==> src/rtl/bcd_serial_tx.sv <==
// Serial BCD transmitter: digits arrive over a valid/ready handshake, wait in
// a small FIFO, and leave on LINEA one bit per clock, four bits per digit.
// Consecutive digits are sent with no idle gap between them.
module bcd_serial_tx #(
    parameter int DEPTH     = 2,
    parameter bit MSB_FIRST = 1'b1,
    parameter bit CHECK_BCD = 1'b1
) (
    input  logic       clock,
    input  logic       reset,
    input  logic [3:0] DIGIT,
    input  logic       DIGIT_VALID,
    output logic       DIGIT_READY,
    output logic       LINEA,
    output logic       LINEA_VALID,
    output logic       LAST_BIT,
    output logic       BUSY,
    output logic       REJECT,
    output logic [7:0] SENT_COUNT
);

    localparam int             PW        = (DEPTH > 1) ? $clog2(DEPTH) : 1;
    localparam logic [2:0]     DEPTH_C   = 3'(DEPTH);
    localparam logic [PW-1:0]  LAST_SLOT = PW'(DEPTH - 1);

    typedef enum logic [2:0] {IDLE, B0, B1, B2, B3} state_t;

    state_t        state_q, state_d;
    logic [3:0]    shreg_q, shreg_d;
    logic [3:0]    fifo_q [DEPTH];
    logic [3:0]    fifo_d [DEPTH];
    logic [PW-1:0] rd_ptr_q, rd_ptr_d;
    logic [PW-1:0] wr_ptr_q, wr_ptr_d;
    logic [2:0]    count_q, count_d;
    logic          linea_q, linea_d;
    logic          linea_valid_q, linea_valid_d;
    logic          last_bit_q, last_bit_d;
    logic          busy_q, busy_d;
    logic          reject_q, reject_d;
    logic [7:0]    sent_count_q, sent_count_d;

    logic          take;
    logic          is_bcd;
    logic          push;
    logic          pop;
    logic [1:0]    pos;
    logic [1:0]    bit_idx;

    // Ready only reflects FIFO room, never the incoming valid.
    assign DIGIT_READY = (count_q < DEPTH_C);

    // Handshake, FIFO bookkeeping, shifter sequencing and next output values.
    always_comb begin
        take     = DIGIT_VALID & DIGIT_READY;
        is_bcd   = (DIGIT <= 4'd9);
        push     = take & (is_bcd | ~CHECK_BCD);
        reject_d = take & ~is_bcd & CHECK_BCD;

        state_d = state_q;
        pop     = 1'b0;
        case (state_q)
            IDLE: begin
                if (count_q != 3'd0) begin
                    pop     = 1'b1;
                    state_d = B0;
                end
            end
            B0: state_d = B1;
            B1: state_d = B2;
            B2: state_d = B3;
            B3: begin
                if (count_q != 3'd0) begin
                    pop     = 1'b1;
                    state_d = B0;
                end else begin
                    state_d = IDLE;
                end
            end
            default: state_d = IDLE;
        endcase

        fifo_d   = fifo_q;
        wr_ptr_d = wr_ptr_q;
        rd_ptr_d = rd_ptr_q;
        if (push) begin
            fifo_d[wr_ptr_q] = DIGIT;
            wr_ptr_d = (wr_ptr_q == LAST_SLOT) ? '0 : wr_ptr_q + PW'(1);
        end
        if (pop) begin
            rd_ptr_d = (rd_ptr_q == LAST_SLOT) ? '0 : rd_ptr_q + PW'(1);
        end
        count_d = count_q + 3'(push) - 3'(pop);

        shreg_d = pop ? fifo_q[rd_ptr_q] : shreg_q;

        case (state_d)
            B1:      pos = 2'd1;
            B2:      pos = 2'd2;
            B3:      pos = 2'd3;
            default: pos = 2'd0;
        endcase
        bit_idx = MSB_FIRST ? (2'd3 - pos) : pos;

        linea_valid_d = (state_d != IDLE);
        linea_d       = linea_valid_d & shreg_d[bit_idx];
        last_bit_d    = (state_d == B3);
        busy_d        = (state_d != IDLE) | (count_d != 3'd0);
        sent_count_d  = sent_count_q + 8'((state_q == B3) ? 1 : 0);
    end

    // FIFO storage holds its contents across reset; occupancy is what matters.
    always_ff @(posedge clock) begin
        fifo_q <= fifo_d;
    end

    // Shifter state, FIFO pointers and all registered outputs.
    always_ff @(posedge clock) begin
        if (reset) begin
            state_q       <= IDLE;
            shreg_q       <= '0;
            rd_ptr_q      <= '0;
            wr_ptr_q      <= '0;
            count_q       <= '0;
            linea_q       <= 1'b0;
            linea_valid_q <= 1'b0;
            last_bit_q    <= 1'b0;
            busy_q        <= 1'b0;
            reject_q      <= 1'b0;
            sent_count_q  <= '0;
        end else begin
            state_q       <= state_d;
            shreg_q       <= shreg_d;
            rd_ptr_q      <= rd_ptr_d;
            wr_ptr_q      <= wr_ptr_d;
            count_q       <= count_d;
            linea_q       <= linea_d;
            linea_valid_q <= linea_valid_d;
            last_bit_q    <= last_bit_d;
            busy_q        <= busy_d;
            reject_q      <= reject_d;
            sent_count_q  <= sent_count_d;
        end
    end

    assign LINEA       = linea_q;
    assign LINEA_VALID = linea_valid_q;
    assign LAST_BIT    = last_bit_q;
    assign BUSY        = busy_q;
    assign REJECT      = reject_q;
    assign SENT_COUNT  = sent_count_q;

endmodule

==> config.mk <==
export PLATFORM = sky130hd
export DESIGN_NAME = bcd_serial_tx
export DESIGN_NICKNAME = d
export VERILOG_FILES = /design/src/rtl/bcd_serial_tx.sv
export SDC_FILE = /design/constraint.sdc
export NUM_CORES = 1
export LEC_CHECK = 0
export BUFFER_PORTS_ARGS = -buffer_cell sky130_fd_sc_hd__buf_2
export CORE_ASPECT_RATIO = 1.75
export CORE_MARGIN = 2
export CORE_UTILIZATION = 35
export CTS_BUF_LIST = sky130_fd_sc_hd__clkbuf_2
export CTS_CLUSTER_SIZE = 14
export DETAILED_ROUTE_END_ITERATION = 7
export HOLD_SLACK_MARGIN = 0.02
export PLACE_DENSITY_LB_ADDON = 0.25
export REMOVE_ABC_BUFFERS = 1
export SLEW_MARGIN = 20
export SYNTH_ARGS = -nofsm -noshare
export SYNTH_HDL_FRONTEND = slang
export SYNTH_SLANG_ARGS = --single-unit
==> constraint.sdc <==
create_clock -name clock -period 3.6 [get_ports clock]
set_input_delay 0.18 -clock clock [delete_from_list [all_inputs] [get_ports clock]]
set_output_delay 0.18 -clock clock [all_outputs]
set_load 0.05 [all_outputs]
## Word-level counts from Yosys, hierarchy flattened

Index checks and enable logic that the tools add are counted.

- Bits in registers: 33
- Bits of input ports: 7
- Output and inout port bits: 14
- Word-level logic and storage cells: 64

- $add $sub $neg: 6
- $lt $le $gt $ge: 6
- Equal/unequal tests: 7
- Multiplexer cells: 18
- Bitwise operators: 8
- Reduce and logical (&&, ||, !) cells: 6

Operator list:

| operator | count |
|---|---|
| two-way mux 4 bit | 5 |
| case mux 3 bit (5 select lines) | 1 |
| == test 3 x 2 -> 1 bit (second input constant) | 4 |
| nonzero test 3 bit | 3 |
| adder 8 x 1 -> 8 bit | 1 |
| bitwise mux 8 bit | 1 |
| two-way mux 1 bit | 7 |
| == test 3 bit (second input constant) | 2 |
| case mux 2 bit (3 select lines) | 1 |
| AND 1 bit | 4 |
| demux 4 bit (select 1 bit) | 1 |
| greater-or-equal comparator 2 bit (second input constant) | 2 |
| <= comparator 4 bit (second input constant) | 1 |
| inverter 1 -> 2 bit | 2 |
| adder 3 x 1 -> 3 bit | 1 |
| == test 3 x 1 -> 1 bit (second input constant) | 1 |
| logical NOT 3 bit | 1 |
| < comparator 2 x 3 -> 1 bit (second input constant) | 1 |
| < comparator 3 x 2 -> 1 bit (second input constant) | 1 |
| two-way mux 3 bit | 1 |
| subtractor 3 x 1 -> 3 bit | 1 |
| adder 1 bit (second input constant) | 2 |
| binary-select mux 1 bit (select 2 bit) | 1 |
| < comparator 2 x 1 -> 1 bit (second input constant) | 1 |
| 5 further kinds | 5 |

## Depth between registers and ports, before layout

- Depth after elaboration: 9
- Gate-level depth with buffers: 9
- Depth with buffers taken out: 9

## Worst setup path after synthesis

No wires, ideal clock.

- Path type: register to register
- Start: register count_q[1]
- End: register busy_q, in the netlist BUSY
- Setup time: 0.133 ns
- Arrival: 2.233 ns
- Required time: 3.467 ns
- Setup slack: 1.234 ns
- Stages on the path, launching flop included: 10
- Buffers on the path: 0
- Period minus slack after synthesis: 2.366 ns
- Path through: dfxtp_1 inv_1 ha_1 nand3_1 ha_1 inv_1 ha_1 fa_1 xor2_1 a31oi_1

- Longest elaborated chain between the ends: 7
- Elaborated cells between the ends (all ways): 14
- Those cells by class: 2 x add/sub; 1 x order compare; 5 x mux; 3 x bitwise; 3 x reduce/logical

RTL lines:

| element | line | source |
|---|---|---|
| start: declaration | 34 | `logic [2:0] count_q, count_d;` |
| start signal: assignment | 135 | `count_q <= count_d;` |
| < comparator 3 x 2 -> 1 bit | 50 | `assign DIGIT_READY = (count_q < DEPTH_C);` |
| via DIGIT_READY | 13 | `output logic DIGIT_READY,` |
| AND 1 bit | 54 | `take = DIGIT_VALID & DIGIT_READY;` |
| AND 1 bit | 56 | `push = take & (is_bcd \| ~CHECK_BCD);` |
| adder 3 x 1 -> 3 bit | 92 | `count_d = count_q + 3'(push) - 3'(pop);` |
| subtractor 3 x 1 -> 3 bit | 92 |  |
| nonzero test 3 bit | 107 | `busy_d = (state_d != IDLE) \| (count_d != 3'd0);` |
| OR 1 bit | 107 |  |
| end signal: assignment | 139 | `busy_q <= busy_d;` |
| end: declaration | 38 | `logic busy_q, busy_d;` |

The timed path passes the listed nets, and every way through them passes these cells.
A chain may end at the register's enable or synchronous reset.

## Final worst setup path

- Start: input port DIGIT[1]
- End: register busy_q, in the netlist BUSY

- Longest elaborated chain between the ends: 6

RTL lines:

| element | line | source |
|---|---|---|
| start: declaration | 11 | `input logic [3:0] DIGIT,` |
| <= comparator 4 bit | 55 | `is_bcd = (DIGIT <= 4'd9);` |
| AND 1 bit | 56 |  |
| adder 3 x 1 -> 3 bit | 92 |  |
| subtractor 3 x 1 -> 3 bit | 92 |  |
| nonzero test 3 bit | 107 |  |
| OR 1 bit | 107 |  |

Every way passes these cells.

==> impl_metrics.ini <==
[run_status]
status = finished, final reports clean

[route]
dr_wl_met2_mm = 1.20
wl_mm = 2.20
postRouteAntennaNets = 0
viasPerCell = 4.81
m1WireLength_um = 817
dr_wl_met3_um = 111
vias = 929
dr.max_layer_used = met4
dr.pass1.iters = 3
wl_per_cell_um = 11.4
drt_iter0_drc = 20
drc = 0

[timing]
maxSlewHeadroom_pct = 66.4
final-setup-viol-count = 0
rsz0062_at_grt = no
hold_ws_ns = 0.0619
fmax_mhz = 413
setup_ws_ns = 1.18
finalSetupTns_ns = 0
worst_pin_slew_ns = 0.498
maxSlewViolCount = 0
period_share_pct = 67.3
period_minus_slack_ns = 2.42
finClkSkew_ns = 0.0170
hold_violations = 0

[logic_synthesis]
yosysWarnings = 0
ys_seq_elements = 32
syn_inst = 121
synth-main-ff-cell = dfxtp_1
synth_cell_types = 29
yosysSeqAreaShare_pct = 56.1
synthArstFlopShare_pct = 0
synth-edff-count = 8
syn_area_per_cell_sq_um = 10.6
syn-cell-area_sq_um = 1280

[setup_path]
startpoint = DIGIT[1]
end_kind = flip-flop
worst_r2r_startpoint = count_q[1]$_SDFF_PP0_
crit_fanout = 4
cp-start-kind = primary input
critPathKind = primary input to flip-flop
crit_arrival_ns = 2.67
required_ns = 3.84
r2r-end = BUSY$_SDFF_PP0_
rrSetupSlack_ns = 1.39
reg2regPathDepth = 9

[finish]
layout.cells.non_filler = 193
fin_nets = 159
antenna_cells = 0
final_util_pct = 42.5
final_cell_mix = dfxtp_1, buf_2, nor2_1, a21oi_1, edfxtp_1
drive_above_1_share_pct = 21.8
final_common_cell = dfxtp_1
final_area_sq_um = 1510
area_growth_pct = 17.7
n_fill_cell = 386

[pwr]
leakagePower_nw = 0.618
ir_drop_mv = 0.417
power_density_nw_per_um2 = 795
p_total_mw = 1.20

[die]
ios = 21
core_area_sq_um = 3560
rows = 29
initial_core_util_pct = 36.1
dieArea_sq_um = 4190
fp.dieW_um = 49.8
die_h_um = 84.1

[placement]
place_ws_ns = 1.31
placed_area_sq_um = 1410
dp_cells = 181
dp_hpwl_mm = 1.65
place.gp.congestion = 0.749
port_buffers = 20

[hold_path]
worstHoldStart = DIGIT_VALID
min_path_cells = 3
hold_path_class = primary input to flip-flop
min_to = REJECT$_SDFF_PP0_

[clocking]
path_clk_slew_ns = 0.14
ctsResizeCount = 0
cts_tree = built
cts-root-buf = clkbuf_2
htree_levels = 2
cts_sinks = 32
clock_latency_ns = 0.37
max-clock-path-buffers = 2
numCtsBuffers = 5

[grt]
grt_pass1_vias = 916
grt_max_degree = 25
grt_pass1_wl_mm = 3.89
antenna_found_initial = 0
grt.overflow.total = 0
track_usage_pct = 12.5

[run]
maxCapViolCount = 0
power by group:
part,internal [mW],switching [mW]
combinational,0.180,0.275
clock,0.120,0.118
sequential,0.447,0.0620
final cells by class:
class	count	area (sq um)	share of cell area [%]
clock inverters	2	35.0	2.32
inverters	6	22.5	1.49
multi-input cells	77	505	33.4
well taps	46	57.6	3.81
flip-flops and latches	32	721	47.7
repair buffers	24	140	9.27
clock buffers	6	30.0	1.99
how the worst max path moves through the flow:
stage | to | slack [ns] | cells past startpoint
2_1_floorplan | BUSY$_SDFF_PP0_ | 1.24 | 9
3_3_place_gp | BUSY$_SDFF_PP0_ | 1.43 | 9
3_5_place_dp | BUSY$_SDFF_PP0_ | 1.31 | 9
4_1_cts | BUSY$_SDFF_PP0_ | 1.17 | 10
5_1_grt | BUSY$_SDFF_PP0_ | 1.0 | 10
6_report | BUSY$_SDFF_PP0_ | 1.18 | 10
what timing repair did:
item	4_1_cts	5_1_grt
endpoints found under the hold margin	8	0
buffers inserted	0	0
setup endpoints to repair	0	0
hold buffers	4	0
sequential cells by signal (all words and copies together) (netlist names):
register / cells
REJECT: 1
LINEA: 1
LAST_BIT: 1
count_q: 3
SENT_COUNT: 8
LINEA_VALID: 1
fifo_q: 8
shreg_q: 3
rd_ptr_q: 1
BUSY: 1
state_q: 3
wr_ptr_q: 1
layer usage:
layer  vias up  track usage (%)
li1        476                -
met1       423             11.7
met2        23             22.5
met3         7             3.76
met4         0             8.33
met5         -                0
cells in the mapped netlist (all sizes together) (2+ instances only):
cell    instances  area [sq um]
dfxtp          24           480
a21oi          10          50.1
nor2           10          37.5
edfxtp          8           240
o21ai           7          35.0
inv             6          22.5
ha              5          62.6
nand3           5          25.0
nor3            5          25.0
or3             5          31.3
mux2i           4          40.0
nand2           4          15.0
nor2b           4          25.0
a211oi          3          22.5
buf             3          23.8
clkbuf          3          11.3
xor2            3          26.3
nand4           2          12.5
xnor2           2          17.5
cells by family (layout without fill, tap and decap cells):
family | after synthesis | after routing | share of synthesized area, %
flops | 32 | 32 | 56.1
fa+ha+maj | 6 | 6 | 6.43
xor+xnor | 5 | 5 | 3.41
mux | 5 | 5 | 4.00
compound gates | 24 | 24 | 11.0
buf+inv | 12 | 38 | 4.48
simple gates | 37 | 37 | 14.5
critical path, cell delays in order:
cell,delay (ns)
dlygate4sd3_1,0.53
buf_2,0.13
o21ai_0,0.42
nand3_1,0.18
ha_1,0.31
inv_1,0.04
ha_1,0.18
fa_1,0.38
xor2_1,0.22
a31oi_1,0.10
(Power assumes the default switching activity.)
